--- src/rtl/pipe_pkg.sv ---
// rtl/pipe_pkg.sv - shared types and constants for the ID/EX operand stage
package pipe_pkg;

  localparam int CTRL_W      = 12;
  localparam int MEMREAD_BIT = 3;
  localparam int STALL_W     = 16;

  typedef logic [4:0] regidx_t;

  typedef struct packed {
    logic [31:0]       a;
    logic [31:0]       b;
    regidx_t           rs;
    regidx_t           rt;
    regidx_t           rd;
    logic [CTRL_W-1:0] ctrl;
    logic [31:0]       imm;
  } idex_t;

  // A source only conflicts with a destination when the instruction actually reads it
  function automatic logic src_hit(input logic uses, input regidx_t idx, input regidx_t rd);
    return uses && (idx == rd);
  endfunction

endpackage

--- src/rtl/wb_bypass_mux.sv ---
// rtl/wb_bypass_mux.sv - zero-aware select between register-file data and a same-cycle WB write
module wb_bypass_mux
  import pipe_pkg::*;
(
  input  logic [4:0]  idx,
  input  logic [31:0] rf_data,
  input  logic        wb_regwrite,
  input  logic [4:0]  wb_rw,
  input  logic [31:0] wb_wd,
  output logic [31:0] data
);

  // r0 reads as zero; a WB write to the same index wins over the stale register-file value
  always_comb begin
    data = rf_data;
    if (idx == 5'd0) begin
      data = 32'd0;
    end else if (wb_regwrite && (wb_rw == idx)) begin
      data = wb_wd;
    end
  end

endmodule

--- src/rtl/id_ex_operand_stage.sv ---
// rtl/id_ex_operand_stage.sv - ID/EX register with WB bypass, load-use bubble and elastic handshake
module id_ex_operand_stage
  import pipe_pkg::*;
#(
  parameter int CTRL_W      = pipe_pkg::CTRL_W,
  parameter int MEMREAD_BIT = pipe_pkg::MEMREAD_BIT,
  parameter int STALL_W     = pipe_pkg::STALL_W
) (
  input  logic               clk,
  input  logic               rst,
  input  logic               in_valid,
  output logic               in_ready,
  input  logic [4:0]         in_rs,
  input  logic [4:0]         in_rt,
  input  logic [4:0]         in_rd,
  input  logic               in_uses_rs,
  input  logic               in_uses_rt,
  input  logic [CTRL_W-1:0]  in_ctrl,
  input  logic [31:0]        in_imm,
  output logic [4:0]         rf_r1,
  output logic [4:0]         rf_r2,
  input  logic [31:0]        rf_d1,
  input  logic [31:0]        rf_d2,
  input  logic               wb_regwrite,
  input  logic [4:0]         wb_rw,
  input  logic [31:0]        wb_wd,
  input  logic               flush,
  output logic               out_valid,
  input  logic               out_ready,
  output logic [31:0]        out_a,
  output logic [31:0]        out_b,
  output logic [4:0]         out_rs,
  output logic [4:0]         out_rt,
  output logic [4:0]         out_rd,
  output logic [CTRL_W-1:0]  out_ctrl,
  output logic [31:0]        out_imm,
  output logic [STALL_W-1:0] stall_cnt
);

  idex_t       idex;
  logic        valid_q;
  logic [31:0] cap_a;
  logic [31:0] cap_b;
  logic [31:0] held_a;
  logic [31:0] held_b;
  logic        haz;
  logic        adv;

  assign rf_r1 = in_rs;
  assign rf_r2 = in_rt;

  // Operands for a fresh capture: register file, overridden by a write landing this edge
  wb_bypass_mux u_cap_a (
    .idx         (in_rs),
    .rf_data     (rf_d1),
    .wb_regwrite (wb_regwrite),
    .wb_rw       (wb_rw),
    .wb_wd       (wb_wd),
    .data        (cap_a)
  );

  wb_bypass_mux u_cap_b (
    .idx         (in_rt),
    .rf_data     (rf_d2),
    .wb_regwrite (wb_regwrite),
    .wb_rw       (wb_rw),
    .wb_wd       (wb_wd),
    .data        (cap_b)
  );

  // Operands for a held entry: keep the captured value unless WB rewrites that register
  wb_bypass_mux u_hold_a (
    .idx         (idex.rs),
    .rf_data     (idex.a),
    .wb_regwrite (wb_regwrite),
    .wb_rw       (wb_rw),
    .wb_wd       (wb_wd),
    .data        (held_a)
  );

  wb_bypass_mux u_hold_b (
    .idx         (idex.rt),
    .rf_data     (idex.b),
    .wb_regwrite (wb_regwrite),
    .wb_rw       (wb_rw),
    .wb_wd       (wb_wd),
    .data        (held_b)
  );

  assign haz = valid_q && idex.ctrl[MEMREAD_BIT] && (idex.rd != 5'd0) &&
               (src_hit(in_uses_rs, in_rs, idex.rd) || src_hit(in_uses_rt, in_rt, idex.rd));
  assign adv      = !valid_q || out_ready;
  assign in_ready = adv && !haz && !flush;

  // ID/EX register update: flush, then load-use bubble, then load/drain, else hold with refresh
  always_ff @(posedge clk or negedge rst) begin
    if (!rst) begin
      idex      <= '0;
      valid_q   <= 1'b0;
      stall_cnt <= '0;
    end else if (flush) begin
      valid_q   <= 1'b0;
      idex.ctrl <= '0;
    end else if (adv && haz) begin
      valid_q   <= 1'b0;
      idex.ctrl <= '0;
      if (in_valid && (stall_cnt != {STALL_W{1'b1}})) begin
        stall_cnt <= stall_cnt + STALL_W'(1);
      end
    end else if (adv && in_valid) begin
      valid_q   <= 1'b1;
      idex.a    <= cap_a;
      idex.b    <= cap_b;
      idex.rs   <= in_rs;
      idex.rt   <= in_rt;
      idex.rd   <= in_rd;
      idex.ctrl <= in_ctrl;
      idex.imm  <= in_imm;
    end else if (adv) begin
      valid_q <= 1'b0;
    end else begin
      idex.a <= held_a;
      idex.b <= held_b;
    end
  end

  assign out_valid = valid_q;
  assign out_a     = idex.a;
  assign out_b     = idex.b;
  assign out_rs    = idex.rs;
  assign out_rt    = idex.rt;
  assign out_rd    = idex.rd;
  assign out_ctrl  = idex.ctrl;
  assign out_imm   = idex.imm;

endmodule

--- config.mk ---
export PLATFORM = sky130hd
export DESIGN_NAME = id_ex_operand_stage
export DESIGN_NICKNAME = d
export VERILOG_FILES = /design/src/rtl/pipe_pkg.sv /design/src/rtl/wb_bypass_mux.sv /design/src/rtl/id_ex_operand_stage.sv
export SDC_FILE = /design/constraint.sdc
export NUM_CORES = 1
export LEC_CHECK = 0
export ABC_CLOCK_PERIOD_IN_PS = 3000
export CORE_ASPECT_RATIO = 0.5
export CORE_MARGIN = 2
export CORE_UTILIZATION = 40
export CTS_BUF_LIST = sky130_fd_sc_hd__clkbuf_4 sky130_fd_sc_hd__clkbuf_8
export CTS_CLUSTER_DIAMETER = 120
export DETAILED_ROUTE_END_ITERATION = 7
export GPL_TIMING_DRIVEN = 0
export PLACE_DENSITY_LB_ADDON = 0.25
export SYNTH_ARGS = -nofsm -noshare
export SYNTH_HDL_FRONTEND = slang
export SYNTH_HIERARCHICAL = 1
export SYNTH_SLANG_ARGS = --single-unit
--- constraint.sdc ---
create_clock -name clk -period 3 [get_ports clk]
set_input_delay 0.6 -clock clk [delete_from_list [all_inputs] [get_ports clk]]
set_output_delay 0.6 -clock clk [all_outputs]
set_load 0.1 [all_outputs]
==> impl_metrics.py <==
metrics = {
    "sta": {
        "clock_skew_ns": 0.01907,
        "rsz0062_at_grt": "no",
        "relSlewSlack_pct": 29.71,
        "worst_pin_slew_ns": 1.051,
        "tns_ns": 0,
        "fin_crit_ns": 2.881,
        "fin_crit_sh_pct": 96.02,
        "slew_viol_final": 0,
        "timing.final.ws_setup_ns": 0.1193,
        "setup_viol_count_final": 0,
        "fmax_ghz": 0.3471,
        "finalHoldViolCount": 0,
    },
    "pwr": {
        "comb_power_share_pct": 56.0,
        "max-vdd-ir-drop_v": 0.0005574,
        "power.switching_mw": 5.052,
        "cellPowerDensity_nw_per_um2": 708.2,
        "swShare_pct": 53.74,
        "p_clk_share_pct": 16.7,
        "cell_internal_pwr_mw": 4.349,
        "p_seq_share_pct": 27.3,
        "p_leak_nw": 5.942,
    },
    "placement": {
        "dp_hpwl_um": 26790,
        "io_buffers": 318,
        "place.gp.congestion": 0.9301,
        "pre_cts_ws_ns": -1.011,
    },
    "finish": {
        "drive_above_1_share_pct": 10.92,
        "final_cell_mix": "299 x clkdlybuf4s50_1, 140 x nand2_1, 135 x dfrtp_1",
        "fin_nets": 1585,
        "layout_commonest_cell": "clkdlybuf4s50_1",
        "syn2layout_area_growth_pct": 43.59,
    },
    "logic_synthesis": {
        "ys_warn_count": 6,
        "syn_area_um2": 9245,
        "ys_seq_elements": 140,
        "yosysUniqueCellTypes": 40,
        "avgSynthCellArea_um2": 8.592,
        "synth_edf_count": 0,
        "syn_nets": 1245,
        "yosysSeqAreaShare_pct": 37.89,
        "ys_async_sr_fraction_pct": 100.0,
        "synth_ff_type": "dfrtp_1",
        "syn_inst": 1076,
    },
    "routing": {
        "routed_wl_um": 35860,
        "first_iter_violations": 995,
        "drc": 0,
        "antenna_left": 0,
        "vias_per_cell": 5.732,
        "first_pass_iters": 5,
        "wl_per_cell_um": 20.63,
        "num_vias": 9962,
    },
    "worst_setup_path": {
        "critPathKind": "in -> out",
        "end_kind": "primary output",
        "crit_chain": "clkdlybuf4s50_1 > xnor2_1 > nand4_1 > o22ai_4 > and2_4 > nor3_4 > buf_6",
        "max_stage_delay_ns": 0.62,
        "required_ns": 2.40,
        "crit_family": "buffers and inverters",
        "startpoint_type": "input port",
        "arrival_ns": 2.28,
        "crit_fanout": 6,
        "cp_slowest_cell": "clkdlybuf4s50_1",
        "path_buf_inv": 2,
    },
    "die": {
        "start_util_pct": 40.66,
        "io_pins": 319,
        "dieArea_um2": 24420,
        "die_h_um": 111.5,
        "row_count": 39,
        "die_x_um": 219,
        "core_area_um2": 22740,
    },
    "global_routing": {
        "grt_overflow": 0,
        "antenna_found_initial": 2,
        "grt_usage_pct": 29.39,
        "grt_max_degree": 75,
        "grt_pass1_wl_um": 55480,
        "grt_pass1_vias": 9869,
    },
    "clock_network": {
        "cts_made_buffers": 17,
        "cts_buffer_depth": 2,
        "cts_hold_buf": 0,
        "cts_max_level": 4,
        "clk_pin_slew_ns": 0.08,
        "clk_latency_ns": 0.50,
        "cts.root.buffer_cell": "clkbuf_8",
        "cts.sinks": 140,
        "cts_tree": "built",
    },
    "flow_run": {
        "cap_violations": 0,
    },
    "run_status": {
        "outcome": "completed",
    },
    "hold_path": {
        "hold_class": "in -> async",
    },
}
power by group through the flow:
stage / logic (mW) / registers, mW / clock network (mW)
after floorplan: 1.24 / 5.13 / 0
after global placement: 5.17 / 2.59 / 0
after detailed placement: 5.24 / 2.60 / 0
after CTS: 5.25 / 2.57 / 1.62
after global routing: 5.48 / 2.61 / 1.70
final: 5.26 / 2.57 / 1.57
sequential cells by signal, indices dropped and copies added (netlist names):
signal     flops
out_b         32
out_valid      1
out_imm       32
out_rd         5
out_rs         5
out_ctrl      12
stall_cnt     16
out_a         32
out_rt         5
what timing repair did:
| action | CTS | global route |
|---|---|---|
| setup endpoints to repair | 11 | 1 |
| setup buffers | 0 | 2 |
| pin swaps | 0 | 1 |
| resized for setup | 21 | 5 |
stage by stage:
stage                     utilization [%]  std cells  cell area (µm²)  hold WS (ns)  power (mW)
after global routing                58.37       1737            13270        0.1200       9.784
after CTS                           58.23       1734            13240       0.09434       9.433
after floorplan                         -       1076             9263        0.3044       6.368
final                               58.38       1738            13280       0.08252       9.401
after global placement              56.42       1701            12830        0.4853       7.762
after detailed placement            56.55       1702            12860        0.4851       7.837
cells in the mapped netlist (4+ instances only):
cell	number	area, µm²
mux2i_1	64	640.6
and2_1	8	50.05
nand2_1	140	525.5
dfrtp_1	140	3503
a221oi_1	64	560.5
buf_2	27	135.1
buf_4	22	165.2
xor2_1	25	219.0
nor4_4	4	85.08
a22o_1	12	105.1
nand3_1	6	30.03
inv_1	68	255.2
clkbuf_1	49	183.9
buf_1	5	18.77
o21ai_0	88	440.4
mux2_2	48	540.5
buf_6	6	67.56
o21ai_1	40	200.2
nor3_1	10	50.05
nand4_1	131	819.5
nor2_1	73	274.0
xnor2_1	20	175.2
cell families (layout without fill, tap and decap cells):
family	Yosys count	after routing	synth area share [%]
simple gates	390	390	21.27
compound gates	211	211	14.72
buf+inv	177	530	8.932
flops	140	140	37.89
mux	112	112	12.78
xor+xnor	45	45	4.263
fa+ha+maj	1	1	0.1353
other cells	0	2	0
worst reg2reg max path: cells and delay by family (launching register included):
| family | cells | cell delay, ns |
|---|---|---|
| and+or+nand+nor | 2 | 1.16 |
| DFF | 1 | 0.42 |
| AOI/OAI and AO/OA | 2 | 0.24 |
| buffers and inverters | 1 | 0.24 |
| xor gates and xnor gates | 1 | 0.19 |
| muxes | 1 | 0.18 |
final timing paths:
check                            startpoint     endpoint  slack, ns  depth (start not counted)
worst max-delay path               in_rt[4]     in_ready       0.12                          7
worst min-delay path                    rst  out_ctrl[7]       0.08                          1
worst max register to register    out_rt[1]    out_b[25]       0.42                          7
worst min register to register  out_ctrl[4]  out_ctrl[4]       0.50                          1
max in group asynchronous               rst     out_a[8]       2.09                          2
min in group clk                out_ctrl[4]  out_ctrl[4]       0.50                          1
layer usage:
layer	GRT usage, %	wire [µm]	vias to the layer above
met2	46.46	16810	444
met1	38.93	15000	4898
li1	-	-	4562
met4	9.054	845	0
met5	0	0	-
met3	8.634	3203	58
area by class of cell:
cell class	instances	area, µm²
Fill cell	2101	9464
Clock inverter	13	132.6
Sequential cell	140	3510
Antenna cell	2	5.005
Inverter	68	255.2
Tap cell	307	384.1
Clock buffer	19	255.2
Buffer	109	570.5
Timing Repair Buffer	321	3222
Multi-Input combinational cell	759	4941
No activity file was read; power rests on OpenSTA's default activity.
